<file path="config.mk">
export PLATFORM = sky130hd
export DESIGN_NAME = add12u_share_arb_flat
export DESIGN_NICKNAME = d
export VERILOG_FILES = /design/src/rtl/add12u_share_pkg.sv /design/src/rtl/add12u_share_arb_if.sv /design/src/rtl/add12u_lsbt_core.sv /design/src/rtl/add12u_share_arb.sv /design/src/flat_wrapper.sv
export SDC_FILE = /design/constraint.sdc
export NUM_CORES = 1
export LEC_CHECK = 0
export CELL_PAD_IN_SITES_DETAIL_PLACEMENT = 1
export CELL_PAD_IN_SITES_GLOBAL_PLACEMENT = 1
export CORE_MARGIN = 2
export CORE_UTILIZATION = 25
export DETAILED_ROUTE_END_ITERATION = 12
export PLACE_DENSITY = 0.83
export SLEW_MARGIN = 20
export SYNTH_ARGS = -nofsm -noshare
export SYNTH_HDL_FRONTEND = slang
export SYNTH_SLANG_ARGS = --single-unit
</file>
<file path="constraint.sdc">
create_clock -name clk -period 4.3 [get_ports clk]
set_clock_uncertainty 0.1 [all_clocks]
set_input_delay 0.43 -clock clk [delete_from_list [all_inputs] [get_ports clk]]
set_output_delay 0.43 -clock clk [all_outputs]
set_load 0.05 [all_outputs]
</file>
<file path="src/rtl/add12u_share_pkg.sv">
// rtl/add12u_share_pkg.sv - shared widths, constants and output-state enum for add12u_share_arb
package add12u_share_pkg;

    localparam int DW   = 12;
    localparam int SW   = 13;
    localparam int ERRW = 16;
    localparam logic [ERRW-1:0] ERR_SAT = 16'hFFFF;

    typedef enum logic {
        EMPTY = 1'b0,
        FULL  = 1'b1
    } out_state_e;

endpackage

</file>
<file path="src/rtl/add12u_share_arb_if.sv">
// rtl/add12u_share_arb_if.sv - request/result bundle between lanes and the shared adder arbiter
interface add12u_share_arb_if
    import add12u_share_pkg::*;
#(
    parameter int NREQ = 4,
    parameter int IDW  = $clog2(NREQ)
);

    logic [NREQ-1:0]    req_valid;
    logic [NREQ-1:0]    req_ready;
    logic [NREQ*DW-1:0] req_a;
    logic [NREQ*DW-1:0] req_b;
    logic               res_valid;
    logic               res_ready;
    logic [SW-1:0]      res_sum;
    logic [IDW-1:0]     res_id;
    logic [ERRW-1:0]    err_cnt;

    modport master (
        output req_valid, req_a, req_b, res_ready,
        input  req_ready, res_valid, res_sum, res_id, err_cnt
    );

    modport slave (
        input  req_valid, req_a, req_b, res_ready,
        output req_ready, res_valid, res_sum, res_id, err_cnt
    );

endinterface

</file>
<file path="src/rtl/add12u_lsbt_core.sv">
// rtl/add12u_lsbt_core.sv - 12-bit approximate adder: bit 0 passes a[0], upper bits add exactly
module add12u_lsbt_core
    import add12u_share_pkg::*;
(
    input  logic [DW-1:0] a,
    input  logic [DW-1:0] b,
    output logic [SW-1:0] s
);

    // b[0] and the bit-0 carry are dropped; error is 1 exactly when b[0]=1
    assign s[0]    = a[0];
    assign s[SW-1:1] = {1'b0, a[DW-1:1]} + {1'b0, b[DW-1:1]};

endmodule

</file>
<file path="src/rtl/add12u_share_arb.sv">
// rtl/add12u_share_arb.sv - round-robin sharing of one approximate adder; optional ADD12U_SHARE_ARB_ERRCNT_EN
module add12u_share_arb
    import add12u_share_pkg::*;
#(
    parameter  int NREQ = 4,
    localparam int IDW  = $clog2(NREQ)
) (
    input logic               clk,
    input logic               rst_n,
    add12u_share_arb_if.slave bus
);

    out_state_e     state;
    logic [IDW-1:0] rr_ptr;
    logic [IDW-1:0] grant;
    logic [IDW-1:0] next_ptr;
    logic           any_valid;
    logic           slot_free;
    logic           accept;
    logic [DW-1:0]  a_g;
    logic [DW-1:0]  b_g;
    logic [SW-1:0]  sum_g;
    logic [SW-1:0]  sum_q;
    logic [IDW-1:0] id_q;

    // Walk from the farthest candidate back to rr_ptr so the last hit is the first in rotation
    always_comb begin
        int idx;
        grant     = rr_ptr;
        any_valid = 1'b0;
        idx       = 0;
        for (int k = NREQ - 1; k >= 0; k--) begin
            idx = int'(rr_ptr) + k;
            if (idx >= NREQ) idx = idx - NREQ;
            if (bus.req_valid[idx]) begin
                grant     = IDW'(idx);
                any_valid = 1'b1;
            end
        end
    end

    assign slot_free = (state == EMPTY) || bus.res_ready;
    assign accept    = rst_n && slot_free && any_valid;
    assign next_ptr  = (grant == IDW'(NREQ - 1)) ? '0 : grant + 1'b1;

    always_comb begin
        bus.req_ready = '0;
        if (accept) bus.req_ready[grant] = 1'b1;
    end

    assign a_g = bus.req_a[int'(grant)*DW +: DW];
    assign b_g = bus.req_b[int'(grant)*DW +: DW];

    add12u_lsbt_core u_core (
        .a (a_g),
        .b (b_g),
        .s (sum_g)
    );

    always_ff @(posedge clk or negedge rst_n) begin
        if (!rst_n) begin
            state  <= EMPTY;
            sum_q  <= '0;
            id_q   <= '0;
            rr_ptr <= '0;
        end else if (accept) begin
            state  <= FULL;
            sum_q  <= sum_g;
            id_q   <= grant;
            rr_ptr <= next_ptr;
        end else if (bus.res_ready) begin
            state  <= EMPTY;
        end
    end

    assign bus.res_valid = (state == FULL);
    assign bus.res_sum   = sum_q;
    assign bus.res_id    = id_q;

`ifdef ADD12U_SHARE_ARB_ERRCNT_EN
    logic [ERRW-1:0] err_q;

    always_ff @(posedge clk or negedge rst_n) begin
        if (!rst_n) begin
            err_q <= '0;
        end else if (accept && b_g[0] && (err_q != ERR_SAT)) begin
            err_q <= err_q + ERRW'(1);
        end
    end

    assign bus.err_cnt = err_q;
`else
    assign bus.err_cnt = '0;
`endif

endmodule

</file>
<file path="src/flat_wrapper.sv">
// flat-port wrapper written by rule: the top's interface ports become plain ports
module add12u_share_arb_flat import add12u_share_pkg::*;
#(
    parameter  int NREQ = 4,
    localparam int IDW  = $clog2(NREQ)
)
  (clk, rst_n, bus_req_valid, bus_req_a, bus_req_b, bus_res_ready, bus_req_ready, bus_res_valid, bus_res_sum, bus_res_id, bus_err_cnt);
  add12u_share_arb_if #(.NREQ(NREQ)) bus_i ();
  input logic clk;
  input logic rst_n;
  input wire logic [$bits(bus_i.req_valid)-1:0] bus_req_valid;
  input wire logic [$bits(bus_i.req_a)-1:0] bus_req_a;
  input wire logic [$bits(bus_i.req_b)-1:0] bus_req_b;
  input wire logic [$bits(bus_i.res_ready)-1:0] bus_res_ready;
  output wire logic [$bits(bus_i.req_ready)-1:0] bus_req_ready;
  output wire logic [$bits(bus_i.res_valid)-1:0] bus_res_valid;
  output wire logic [$bits(bus_i.res_sum)-1:0] bus_res_sum;
  output wire logic [$bits(bus_i.res_id)-1:0] bus_res_id;
  output wire logic [$bits(bus_i.err_cnt)-1:0] bus_err_cnt;
  assign bus_i.req_valid = bus_req_valid;
  assign bus_i.req_a = bus_req_a;
  assign bus_i.req_b = bus_req_b;
  assign bus_i.res_ready = bus_res_ready;
  assign bus_req_ready = bus_i.req_ready;
  assign bus_res_valid = bus_i.res_valid;
  assign bus_res_sum = bus_i.res_sum;
  assign bus_res_id = bus_i.res_id;
  assign bus_err_cnt = bus_i.err_cnt;
  add12u_share_arb #(.NREQ(NREQ)) u_core (.clk(clk), .rst_n(rst_n), .bus(bus_i));
endmodule
</file>
==> results.cfg <==
[grt]
overflow = 0
antenna_found_initial = 0
track_usage_pct = 15.3
grt_pass1_wl_um = 10500
grt_max_degree = 29
first_global_vias = 2096

[critical_path]
crit_arrival_ns = 4.15
critPathRequiredTime_ns = 4.35
crit_type = in2reg
end_kind = flop
crit_fanout = 6
crit_path_start_kind = primary input

[clocking]
cts_tree = done
numCtsBuffers = 3
hold_buffers = 0
cts.clk_slew.worst_paths_ns = 0.08
insertion_delay_ns = 0.26
cts_root_buffer = clkbuf_8
cts_sinks = 18
cts_resized = 0
cts_max_level = 1
clockBufferDepth = 2
post_cts_buffers = 0

[sta]
max_freq_mhz = 244
finalCriticalPeriod_ns = 4.10
final.period_utilization_pct = 95.4
maxSlewViolCount = 0
rsz0062_at_grt = false
slew_headroom_pct = 63.2
hold_viol_final = 0
setup_violations = 0
worst_pin_slew_ns = 0.551

[finish]
fill_cells = 853
layout-drive-gt1-share_pct = 13.5
final_nets = 430
diodes = 0
area_growth_pct = 65.8
fin_util_pct = 42.8
design_area_um2 = 3310

[yosys]
synth_flop_cell = dfrtp_1
synth_cell_types = 43
synth_edf_count = 0
synth.avg_cell_area_um2 = 10.6
async_flop_share_pct = 100
synth_area_um2 = 2000
synth_top_area_cell = dfrtp_1
syn_inst = 188
yosysWarningCount = 0
synth_top_cell_area_share_pct = 22.6
ys_seq_area_share_pct = 22.6
ys_seq_elements = 18
synth_area_leaders = dfrtp_1 23%, mux4_2 23%, ha_1 9.4%, buf_4 6.0%, nand2_1 4.7%

[floorplan]
core_um2 = 7730
die_w_um = 93.3
start_util_pct = 25.8
die_h_um = 93.3
fp-row-count = 32
ios = 139
dieArea_um2 = 8710

[power]
worst_ir_drop_vdd_v = 0.000182
leakagePower_nw = 1.36
p_total_mw = 2.07
power.density_nw_per_um2 = 627

[drt]
drc = 0
dr.pass1.iters = 4
drtAntennaViolNets = 0
num_vias = 1965
wl_um = 6750
drtIter0Drc = 45
wire_per_inst_um = 16.4
avgViaCountPerCell = 4.77

[placed_design]
dp_hpwl_um = 5910
place_area_um2 = 3250
gp_congestion = 0.797
io_buffers = 118

[worst_hold_path]
hp-class = reg2reg

[job]
cap_violations = 0

[outcome]
run_status = finished clean
## sequential cells by signal (all words and copies together) (netlist names)
register	flops
u_core.rr_ptr	2
u_core.bus.res_sum	13
u_core.bus.res_valid	1
u_core.bus.res_id	2
## routing by layer
| metal | GRT usage, % | wire, µm |
|---|---|---|
| met5 | 0 | 0 |
| met4 | 4.04 | 105 |
| met3 | 2.50 | 385 |
| met2 | 28.1 | 3610 |
| met1 | 18.5 | 2650 |
## synth_stat cells, types with 2 or more instances
cell	n
a211o_1	2
a21o_1	7
a21oi_1	9
a31oi_1	2
and2_1	4
buf_2	5
buf_4	16
buf_6	2
dfrtp_1	18
ha_1	15
inv_1	4
mux4_1	3
mux4_2	20
nand2_1	25
nand2b_1	4
nand3_1	2
nand4_1	3
nor2_1	3
nor2b_1	4
nor3_1	3
nor3b_1	2
o21a_1	2
o21ai_0	10
o31ai_1	2
xnor2_1	3
## worst max-delay path, cell delays in order
cell             delay, ns
clkdlybuf4s50_1       0.58
nor2b_1               0.10
a21o_1                0.21
o21ai_4               0.21
buf_4                 0.22
mux4_2                0.55
fa_1                  0.48
a21o_1                0.19
a21o_1                0.20
a2111oi_2             0.58
nor2_1                0.11
a211o_1               0.28
## where the power goes
part           internal (mW)  switching, mW  total (mW)
clock network         0.0815         0.0638       0.145
registers              0.248         0.0521       0.300
logic                  0.709          0.920        1.63
## kinds of logic (layout without fill, tap and decap cells)
family / after synthesis / after routing / synth area share, %
simple gates: 52 / 52 / 12.7
mux: 24 / 24 / 27.1
compound gates: 45 / 45 / 16.0
xor+xnor: 4 / 4 / 1.76
fa+ha+maj: 16 / 16 / 10.4
buf+inv: 28 / 135 / 9.34
flops: 18 / 18 / 22.6
other cells: 1 / 16 / 0.188
## cells in the final DEF, fill, tap and decap left out, types with 2 or more instances in the layout
cell type / synthesis / final
mux4_1: 3 / 3
xnor2_1: 3 / 3
clkdlybuf4s50_1: 0 / 114
nand4_1: 3 / 3
clkbuf_8: 0 / 4
nor2b_1: 4 / 4
a21o_1: 7 / 7
nand2b_1: 4 / 4
mux4_2: 20 / 20
o31ai_1: 2 / 2
nand3_1: 2 / 2
nor3b_1: 2 / 2
inv_1: 4 / 4
a21oi_1: 9 / 9
nor3_1: 3 / 3
o21ai_0: 10 / 10
a31oi_1: 2 / 2
buf_4: 16 / 13
conb_1: 1 / 16
ha_1: 15 / 15
a211o_1: 2 / 2
nor2_1: 3 / 3
dfrtp_1: 18 / 18
nand2_1: 25 / 25
o21a_1: 2 / 2
and2_1: 4 / 4
## area by class of cell
type                            count  area (µm²)  area share, %
Clock buffer                        4        55.1           1.66
Timing Repair Buffer              127        1240           37.4
Inverter                            4        15.0          0.454
Tap cell                          102         128           3.86
Multi-Input combinational cell    157        1420           43.0
Sequential cell                    18         450           13.6
## path summary, 6_finish.rpt
path | from | end | slack [ns] | depth (start not counted)
setup / recovery | bus_req_valid[3] | u_core.bus.res_sum[11]$_DFFE_PN0P_ | 0.20 | 12
hold / removal | u_core.bus.res_id[0]$_DFFE_PN0P_ | u_core.bus.res_id[0]$_DFFE_PN0P_ | 0.39 | 2
setup reg to reg | u_core.rr_ptr[1]$_DFFE_PN0P_ | u_core.bus.res_sum[11]$_DFFE_PN0P_ | 0.50 | 11
hold reg to reg | u_core.bus.res_id[0]$_DFFE_PN0P_ | u_core.bus.res_id[0]$_DFFE_PN0P_ | 0.39 | 2
max in group asynchronous | rst_n | u_core.bus.res_sum[3]$_DFFE_PN0P_ | 3.47 | 2
min in group asynchronous | rst_n | u_core.bus.res_sum[0]$_DFFE_PN0P_ | 0.42 | 2
## stage by stage
step	hold WS, ns	setup WS [ns]	cells	setup TNS, ns
4_1_cts	0.397	0.188	412	0
2_1_floorplan	0.0344	0.549	203	0
3_3_place_gp	0.367	0.0455	408	0
3_5_place_dp	0.380	-0.0917	408	-0.110
6_report	0.389	0.196	412	0
5_1_grt	0.413	0.0233	412	0
Note: power is estimated with default switching activity, not from simulation.
